==> config.mk <==
export PLATFORM = sky130hd
export DESIGN_NAME = bkm_step_controller_flat
export DESIGN_NICKNAME = d
export VERILOG_FILES = /design/src/rtl/bkm_pkg.sv /design/src/rtl/bkm_step_controller_if.sv /design/src/rtl/bkm_step_controller.sv /design/src/flat_wrapper.sv
export SDC_FILE = /design/constraint.sdc
export NUM_CORES = 1
export LEC_CHECK = 0
export CELL_PAD_IN_SITES_DETAIL_PLACEMENT = 1
export CELL_PAD_IN_SITES_GLOBAL_PLACEMENT = 1
export CORE_MARGIN = 4
export CORE_UTILIZATION = 30
export CTS_CLUSTER_DIAMETER = 100
export DETAILED_ROUTE_END_ITERATION = 8
export PLACE_DENSITY = 0.82
export SLEW_MARGIN = 20
export SYNTH_ARGS = -nofsm -noshare
export SYNTH_HDL_FRONTEND = slang
export SYNTH_SLANG_ARGS = --single-unit
==> constraint.sdc <==
create_clock -name clk -period 1.5 [get_ports clk]
set_input_delay 0.45 -clock clk [delete_from_list [all_inputs] [get_ports clk]]
set_output_delay 0.45 -clock clk [all_outputs]
set_load 0.02 [all_outputs]
==> src/rtl/bkm_pkg.sv <==
// bkm_pkg: shared mode/state encodings and defaults for the BKM step sequencer
package bkm_pkg;
    localparam int BKM_N_STEPS = 32;
    localparam logic BKM_MODE_E = 1'b0;
    localparam logic BKM_MODE_L = 1'b1;
    localparam logic [2:0] ST_IDLE = 3'd0;
    localparam logic [2:0] ST_LOAD = 3'd1;
    localparam logic [2:0] ST_ITER = 3'd2;
    localparam logic [2:0] ST_WAIT = 3'd3;
    localparam logic [2:0] ST_DONE = 3'd4;
    typedef enum logic [2:0] {
        S_IDLE = ST_IDLE,
        S_LOAD = ST_LOAD,
        S_ITER = ST_ITER,
        S_WAIT = ST_WAIT,
        S_DONE = ST_DONE
    } state_t;
endpackage

==> src/rtl/bkm_step_controller_if.sv <==
// bkm_step_controller_if: issue-side handshake plus datapath step controls
interface bkm_step_controller_if #(parameter int CNT_W = 5);
    logic in_valid;
    logic in_mode;
    logic in_ready;
    logic step_load;
    logic step_en;
    logic [CNT_W-1:0] step_n;
    logic step_mode;
    logic busy;
    logic out_valid;
    logic out_ready;
    modport master (
        output in_valid, in_mode, out_ready,
        input in_ready, step_load, step_en, step_n, step_mode, busy, out_valid
    );
    modport slave (
        input in_valid, in_mode, out_ready,
        output in_ready, step_load, step_en, step_n, step_mode, busy, out_valid
    );
endinterface

==> src/rtl/bkm_step_controller.sv <==
// bkm_step_controller: sequences load, N_STEPS iteration enables and result handshake
module bkm_step_controller
    import bkm_pkg::*;
#(
    parameter int N_STEPS = BKM_N_STEPS,
    parameter int CNT_W = $clog2(N_STEPS)
) (
    input logic clk,
    input logic srst,
    input logic enable,
    input logic abort,
    bkm_step_controller_if.slave bus
);
    localparam logic [CNT_W-1:0] LAST = CNT_W'(N_STEPS - 1);
    state_t state;
    logic [CNT_W-1:0] cnt;
    logic mode;
    logic out_valid;
    logic busy;
    logic accept;
    assign bus.in_ready = enable & (state == S_IDLE) & ~abort & ~srst;
    assign accept = bus.in_valid & bus.in_ready;
    // step strobes are gated by enable so a frozen cycle never advances the datapath
    assign bus.step_load = enable & (state == S_LOAD);
    assign bus.step_en = enable & (state == S_ITER);
    assign bus.step_n = bus.step_en ? cnt : '0;
    assign bus.step_mode = mode;
    assign bus.busy = busy;
    assign bus.out_valid = out_valid;
    always_ff @(posedge clk) begin
        if (srst) begin
            state <= S_IDLE;
            cnt <= '0;
            mode <= BKM_MODE_E;
            out_valid <= 1'b0;
            busy <= 1'b0;
        end else if (enable) begin
            if (abort) begin
                state <= S_IDLE;
                cnt <= '0;
                out_valid <= 1'b0;
                busy <= 1'b0;
            end else begin
                case (state)
                    S_IDLE: if (accept) begin
                        mode <= bus.in_mode;
                        busy <= 1'b1;
                        state <= S_LOAD;
                    end
                    S_LOAD: begin
                        cnt <= '0;
                        state <= S_ITER;
                    end
                    S_ITER: if (cnt == LAST) state <= S_WAIT;
                            else cnt <= cnt + 1'b1;
                    S_WAIT: begin
                        out_valid <= 1'b1;
                        state <= S_DONE;
                    end
                    S_DONE: if (bus.out_ready) begin
                        out_valid <= 1'b0;
                        busy <= 1'b0;
                        state <= S_IDLE;
                    end
                    default: state <= S_IDLE;
                endcase
            end
        end
    end
endmodule

==> src/flat_wrapper.sv <==
// flat-port wrapper written by rule: the top's interface ports become plain ports
module bkm_step_controller_flat import bkm_pkg::*;
#(
    parameter int N_STEPS = BKM_N_STEPS,
    parameter int CNT_W = $clog2(N_STEPS)
)
  (clk, srst, enable, abort, bus_in_valid, bus_in_mode, bus_out_ready, bus_in_ready, bus_step_load, bus_step_en, bus_step_n, bus_step_mode, bus_busy, bus_out_valid);
  bkm_step_controller_if #(.CNT_W(CNT_W)) bus_i ();
  input logic clk;
  input logic srst;
  input logic enable;
  input logic abort;
  input wire logic [$bits(bus_i.in_valid)-1:0] bus_in_valid;
  input wire logic [$bits(bus_i.in_mode)-1:0] bus_in_mode;
  input wire logic [$bits(bus_i.out_ready)-1:0] bus_out_ready;
  output wire logic [$bits(bus_i.in_ready)-1:0] bus_in_ready;
  output wire logic [$bits(bus_i.step_load)-1:0] bus_step_load;
  output wire logic [$bits(bus_i.step_en)-1:0] bus_step_en;
  output wire logic [$bits(bus_i.step_n)-1:0] bus_step_n;
  output wire logic [$bits(bus_i.step_mode)-1:0] bus_step_mode;
  output wire logic [$bits(bus_i.busy)-1:0] bus_busy;
  output wire logic [$bits(bus_i.out_valid)-1:0] bus_out_valid;
  assign bus_i.in_valid = bus_in_valid;
  assign bus_i.in_mode = bus_in_mode;
  assign bus_i.out_ready = bus_out_ready;
  assign bus_in_ready = bus_i.in_ready;
  assign bus_step_load = bus_i.step_load;
  assign bus_step_en = bus_i.step_en;
  assign bus_step_n = bus_i.step_n;
  assign bus_step_mode = bus_i.step_mode;
  assign bus_busy = bus_i.busy;
  assign bus_out_valid = bus_i.out_valid;
  bkm_step_controller #(.N_STEPS(N_STEPS), .CNT_W(CNT_W)) u_core (.clk(clk), .srst(srst), .enable(enable), .abort(abort), .bus(bus_i));
endmodule
== Word-level counts from Yosys, hierarchy flattened ==
Index checks and enable logic that the tools add are counted.

* Latch bits: 0
* Output and inout port bits: 11
* Input bits: 7
* Word-level logic and storage cells: 47
* ROM bits: 0
* Register bits after elaboration: 11
* Memory bits (writable): 0
* Memories: 0

* Bitwise logic cells: 8
* Equal/unequal tests: 9
* Shift-type cells: 0
* Multiplexer cells: 15
* Magnitude comparators: 0
* $mul: 0
* Reductions and logical operators: 9
* Add/subtract/negate cells: 1
* Div/mod/pow operators: 0

{| class="wikitable"
|+ Operators by type and width
! operator !! count
|-
| $mux W5 || 3
|-
| $pmux W3 S5 || 1
|-
| $mux W3 || 4
|-
| $reduce_and A4 Y1 || 3
|-
| $pmux W5 S2 || 1
|-
| $ne A3 B3 Y1 const B || 3
|-
| $reduce_bool A3 Y1 || 3
|-
| $and A1 B1 Y1 || 6
|-
| $eq A3 B2 Y1 const B || 2
|-
| $reduce_and A3 Y1 || 2
|-
| $add A5 B1 Y5 const B || 1
|-
| $eq A5 B5 Y1 const B || 1
|-
| $mux W1 || 4
|-
| $pmux W1 S2 || 2
|-
| $eq A3 B1 Y1 const B || 1
|-
| $eq A3 B3 Y1 const B || 1
|-
| $logic_not A3 Y1 || 1
|-
| $ne A3 B2 Y1 const B || 1
|-
| $not A1 Y1 || 2
|}

== Logic depth before layout (Yosys ltp) ==
Gate-level depths: netlist of the first run.

* Word-level depth: 8
* Gate-level depth with buffers: 7
* Mapped depth without buffers: 7

== Worst setup path before layout of the first run ==
Ideal clock, no wire load.

* Path type: register -> register
* From: reg u_core.cnt[0]
* To: reg u_core.cnt[2]
* Path buffers: 0
* Clock period less this slack: 1712 ps
* Library setup time: 130 ps
* Arrival: 1582 ps
* Cell stages (with the launch flop): 8
* Slack: -212 ps
* Data required time: 1370 ps
* Cells stage by stage: dfxtp_1 ha_1 and3_1 ha_1 nor3b_2 o311ai_2 a211oi_1 nor3_1

* Word-level cells in the longest chain between the ends: 4
* Elaborated cells between the ends (all ways): 7
* Classes of those cells: add/sub: 1; eq/ne: 2; mux: 3; reduce/logical: 1

{| class="wikitable"
|+ RTL lines
! element !! RTL line !! source
|-
| from (decl) || bkm_step_controller.sv:16 || <nowiki>logic [CNT_W-1:0] cnt;</nowiki>
|-
| from (signal assigned) || bkm_step_controller.sv:55 || <nowiki>else cnt <= cnt + 1'b1;</nowiki>
|-
| $add A5 B1 Y5 || bkm_step_controller.sv:55 ||
|-
| $mux W5 || bkm_step_controller.sv:54 || <nowiki>S_ITER: if (cnt == LAST) state <= S_WAIT;</nowiki>
|-
| $pmux W5 S2 || bkm_step_controller.sv:44 || <nowiki>case (state)</nowiki>
|-
| $mux W5 || bkm_step_controller.sv:38 || <nowiki>if (abort) begin</nowiki>
|}

Parallel ways exist; a longest one is shown, timed or not. The select of a mux whose other input is x is not followed.
A chain may end at the register's enable or synchronous reset.

== Worst setup path in the final report of the first run ==
* From: reg u_core.state[2]
* To: out bus_step_n[4]

* Word-level cells in the longest chain between the ends: 3

{| class="wikitable"
|+ RTL lines
! element !! RTL line !! source
|-
| from (decl) || bkm_step_controller.sv:15 || <nowiki>state_t state;</nowiki>
|-
| from (signal assigned) || bkm_step_controller.sv:32 || <nowiki>state <= S_IDLE;</nowiki>
|-
| from (signal assigned) || bkm_step_controller.sv:39 || <nowiki>state <= S_IDLE;</nowiki>
|-
| from (signal assigned) || bkm_step_controller.sv:48 || <nowiki>state <= S_LOAD;</nowiki>
|-
| $eq A3 B2 Y1 || bkm_step_controller.sv:25 || <nowiki>assign bus.step_en = enable & (state == S_ITER);</nowiki>
|-
| $and A1 B1 Y1 || bkm_step_controller.sv:25 ||
|-
| $mux W5 || bkm_step_controller.sv:26 || <nowiki>assign bus.step_n = bus.step_en ? cnt : '0;</nowiki>
|-
| to (decl) || flat_wrapper.sv:19 || <nowiki>output wire logic [$bits(bus_i.step_n)-1:0] bus_step_n;</nowiki>
|}

Every way passes these cells.

==> impl_metrics.env, run 1 <==
export IMPL_antenna_left=0
export IMPL_stdcell_count=148
export IMPL_synth_top_family_by_area="simple AND/OR/NAND/NOR gates"
export IMPL_crit_end="bus_step_n[4]"
export IMPL_diodes=0
export IMPL_cts_tree="yes"
export IMPL_vias=734
export IMPL_cp_required_ps=1050
export IMPL_clkLatencyLatePin_ps=280
export IMPL_clkTransAtPathRegs_ps=90
export IMPL_synth_xor_area_share_pct=0
export IMPL_setup_viol=13
export IMPL_leakage_nw=0.531
export IMPL_grt_pass1_wl_um=3710
export IMPL_syn_avg_cell_area_um2=8.79
export IMPL_power_density_nw_per_um2=522
export IMPL_worst_pin_slew_ps=431
export IMPL_cp_start_kind="register"
export IMPL_ff2ff_path_depth=7
export IMPL_grt_ovfl_total=0
export IMPL_synth_seq_cells=11
export IMPL_antenna_found_initial=0
export IMPL_drv_slew=0
export IMPL_cts_made_buffers=3
export IMPL_area_growth_syn_to_layout_pct=76.7
export IMPL_yosys_area_share_simple_pct=34.5
export IMPL_clockBufferDepth=2
export IMPL_globalplace_congestion=0.834
export IMPL_ios=18
export IMPL_drv_cap=0
export IMPL_die_y_um=54.9
export IMPL_synth_mux_area_share_pct=4.55
export IMPL_cp_max_fo=6
export IMPL_violations="negative setup slack"
export IMPL_criticalPathCategory="register to primary output"
export IMPL_max_freq_mhz=572
export IMPL_start_util_pct=32.6
export IMPL_grt_pass1_vias=791
export IMPL_numPortBuffers=17
export IMPL_synth_cell_type_count=34
export IMPL_r2r_start="u_core.cnt[1]"
export IMPL_hold_viol=0
export IMPL_synth_cells=75
export IMPL_nNetsFinal=131
export IMPL_ctsHoldBuffers=0
export IMPL_ys_seq_area_share_pct=33.4
export IMPL_routedWlPerCell_um=15.2
export IMPL_synth_warnings=0
export IMPL_clkSinkCount=11
export IMPL_rows=16
export IMPL_drc=0
export IMPL_rsz0062_at_grt="true"
export IMPL_clockRootBuffer="clkbuf_4"
export IMPL_synth_area_um2=659
export IMPL_place_ws_ps=-1080
export IMPL_drt_total_wl_um=2240
export IMPL_first_iter_violations=7
export IMPL_nFillCells=246
export IMPL_gr_usage_all_layers_pct=17.9
export IMPL_setup_tns_ps=-2380
export IMPL_worstHoldPathType="register to register"
export IMPL_die_w_um=54.9
export IMPL_r2r_setup_slack_ps=-200
export IMPL_synth_compound_area_share_pct=18.6
export IMPL_fin_crit_sh_pct=117
export IMPL_syn_nets=84
export IMPL_htreeDepth=1
export IMPL_period_needed_ps=1750
export IMPL_outcome="finished with violations"
export IMPL_finalPower_mw=0.608
export IMPL_endpoint_kind="primary output"
export IMPL_drtPass1Iterations=3
export IMPL_die_area_um2=3010
export IMPL_fin_ws_ps=-250
export IMPL_max_slew_margin_pct=71.2
export IMPL_dpl_hpwl_um=1740
export IMPL_grt_max_degree=13
export IMPL_placed_area_um2=1100
export IMPL_clock_skew_ps=20.7
export IMPL_worst_ep_arrival_time_ps=1300
export IMPL_r2r_end="u_core.cnt[4]"
export IMPL_synth_adder_area_share_pct=3.80
export IMPL_design_area_um2=1160
export IMPL_startpoint="u_core.state[2]"
export IMPL_viasPerCell=4.96
export IMPL_ir_drop_mv=0.538
export IMPL_drive_gt1_share_pct=54.5
export IMPL_fp_coreArea_um2=2020
export IMPL_placed_cells=140
## synth_stat cells
cell type	count	share of area, %
dfxtp_1	11	33
and2_1	8	7.6
nor2_1	7	4.0
a21oi_1	3	2.3
inv_1	3	1.7
mux2i_1	3	4.6
nand2b_1	3	2.8
nand3b_1	3	3.4
o21ai_0	3	2.3
a31oi_1	2	1.9
and3b_1	2	2.7
buf_4	2	2.3
clkbuf_1	2	1.1
ha_1	2	3.8
nand2_1	2	1.1
a211oi_1	1	1.1
a21o_1	1	1.1
a22oi_1	1	1.1
a31o_2	1	1.3
a32oi_1	1	1.3
and2b_1	1	1.1
and3_1	1	0.95
nand3_1	1	0.76
nand4b_1	1	1.3
nor2b_1	1	0.95
nor3_1	1	0.76
nor3b_2	1	1.9
nor3b_4	1	2.8
nor4b_1	1	1.3
o211ai_1	1	1.1
o311ai_2	1	2.5
o31ai_1	1	1.1
o41ai_1	1	1.3
or3_1	1	0.95
## worst max-delay path, cell delays in order (launching register included)
cell     delay [ps]
dfxtp_4         380
nor2b_4         110
and3b_2         250
and2_4          160
buf_6           110
## layout by cell type, fill, tap and decap left out, types with 2 or more instances in the layout
master | netlist | routed
and3b_2 | 0 | 2
and2_1 | 8 | 2
clkbuf_4 | 0 | 3
dlygate4sd2_1 | 0 | 4
nand2b_1 | 3 | 3
nand2_1 | 2 | 2
buf_4 | 2 | 29
nor3b_4 | 1 | 2
buf_6 | 0 | 7
dfxtp_1 | 11 | 6
ha_4 | 0 | 2
mux2i_1 | 3 | 3
inv_1 | 3 | 3
nor2_1 | 7 | 6
a31oi_1 | 2 | 2
dfxtp_2 | 0 | 4
a21oi_1 | 3 | 3
clkdlybuf4s50_1 | 0 | 3
and2_4 | 0 | 6
nand3b_1 | 3 | 3
buf_2 | 0 | 2
## layout make-up
| class | instances | area, um2 | area share, % |
|---|---|---|---|
| Clock buffer | 4 | 26.3 | 2.26 |
| Inverter | 3 | 11.3 | 0.967 |
| Multi-Input combinational cell | 57 | 488 | 41.9 |
| Sequential cell | 11 | 229 | 19.7 |
| Tap cell | 27 | 33.8 | 2.90 |
| Timing Repair Buffer | 46 | 377 | 32.3 |
## where the power goes
| group | internal (mW) | switching, mW | total [mW] | leakage [nW] |
|---|---|---|---|---|
| logic | 0.0518 | 0.0472 | 0.0991 | 0.424 |
| registers | 0.294 | 0.00181 | 0.295 | 0.0917 |
| clock network | 0.103 | 0.111 | 0.214 | 0.0150 |
## per-stage QoR
step                      util, %  hold WS (ps)
after floorplan                 -           474
after global placement       54.4           434
after detailed placement     54.4           445
after CTS                    57.6           454
after global routing         57.6           483
final                        57.6           445
## logic make-up after synthesis
group,Yosys count
adders and majority gates,2
DFF,11
and+or+nand+nor,35
muxes,3
AOI/OAI and AO/OA,17
buffers and inverters,7
## sequential cells by signal (all words and copies together) (netlist names)
register and cells:
u_core.bus.out_valid 1, u_core.bus.step_mode 1, u_core.cnt 5, u_core.state 3, u_core.bus.busy 1
## worst min path at each step
stage                     from              end  depth (start not counted)
6_report       u_core.bus.busy  u_core.bus.busy                          2
3_3_place_gp   u_core.bus.busy  u_core.bus.busy                          2
2_1_floorplan    u_core.cnt[3]    u_core.cnt[3]                          2
3_5_place_dp   u_core.bus.busy  u_core.bus.busy                          2
4_1_cts        u_core.bus.busy  u_core.bus.busy                          2
5_1_grt        u_core.bus.busy  u_core.bus.busy                          2
## repair_timing
item	CTS	global route
setup buffers	5	1
pin swaps	8	4
resized for setup	63	3
endpoints found under the setup margin	17	13
## routing by layer
| metal | vias up | routed length, um | global-route usage [%] |
|---|---|---|---|
| li1 | 363 | - | - |
| met1 | 358 | 1040 | 21.8 |
| met2 | 11 | 1120 | 30.3 |
| met3 | 2 | 57 | 4.09 |
| met4 | 0 | 27 | 6.22 |
| met5 | - | 0 | 0 |
(Power assumes the default switching activity.)
==> run 2, diff against run 1 <==
Settings changed: SLEW_MARGIN 20 to not set.
==> results of run 2 <==
The final DEF is identical to that of run 1; final timing and power are the same.
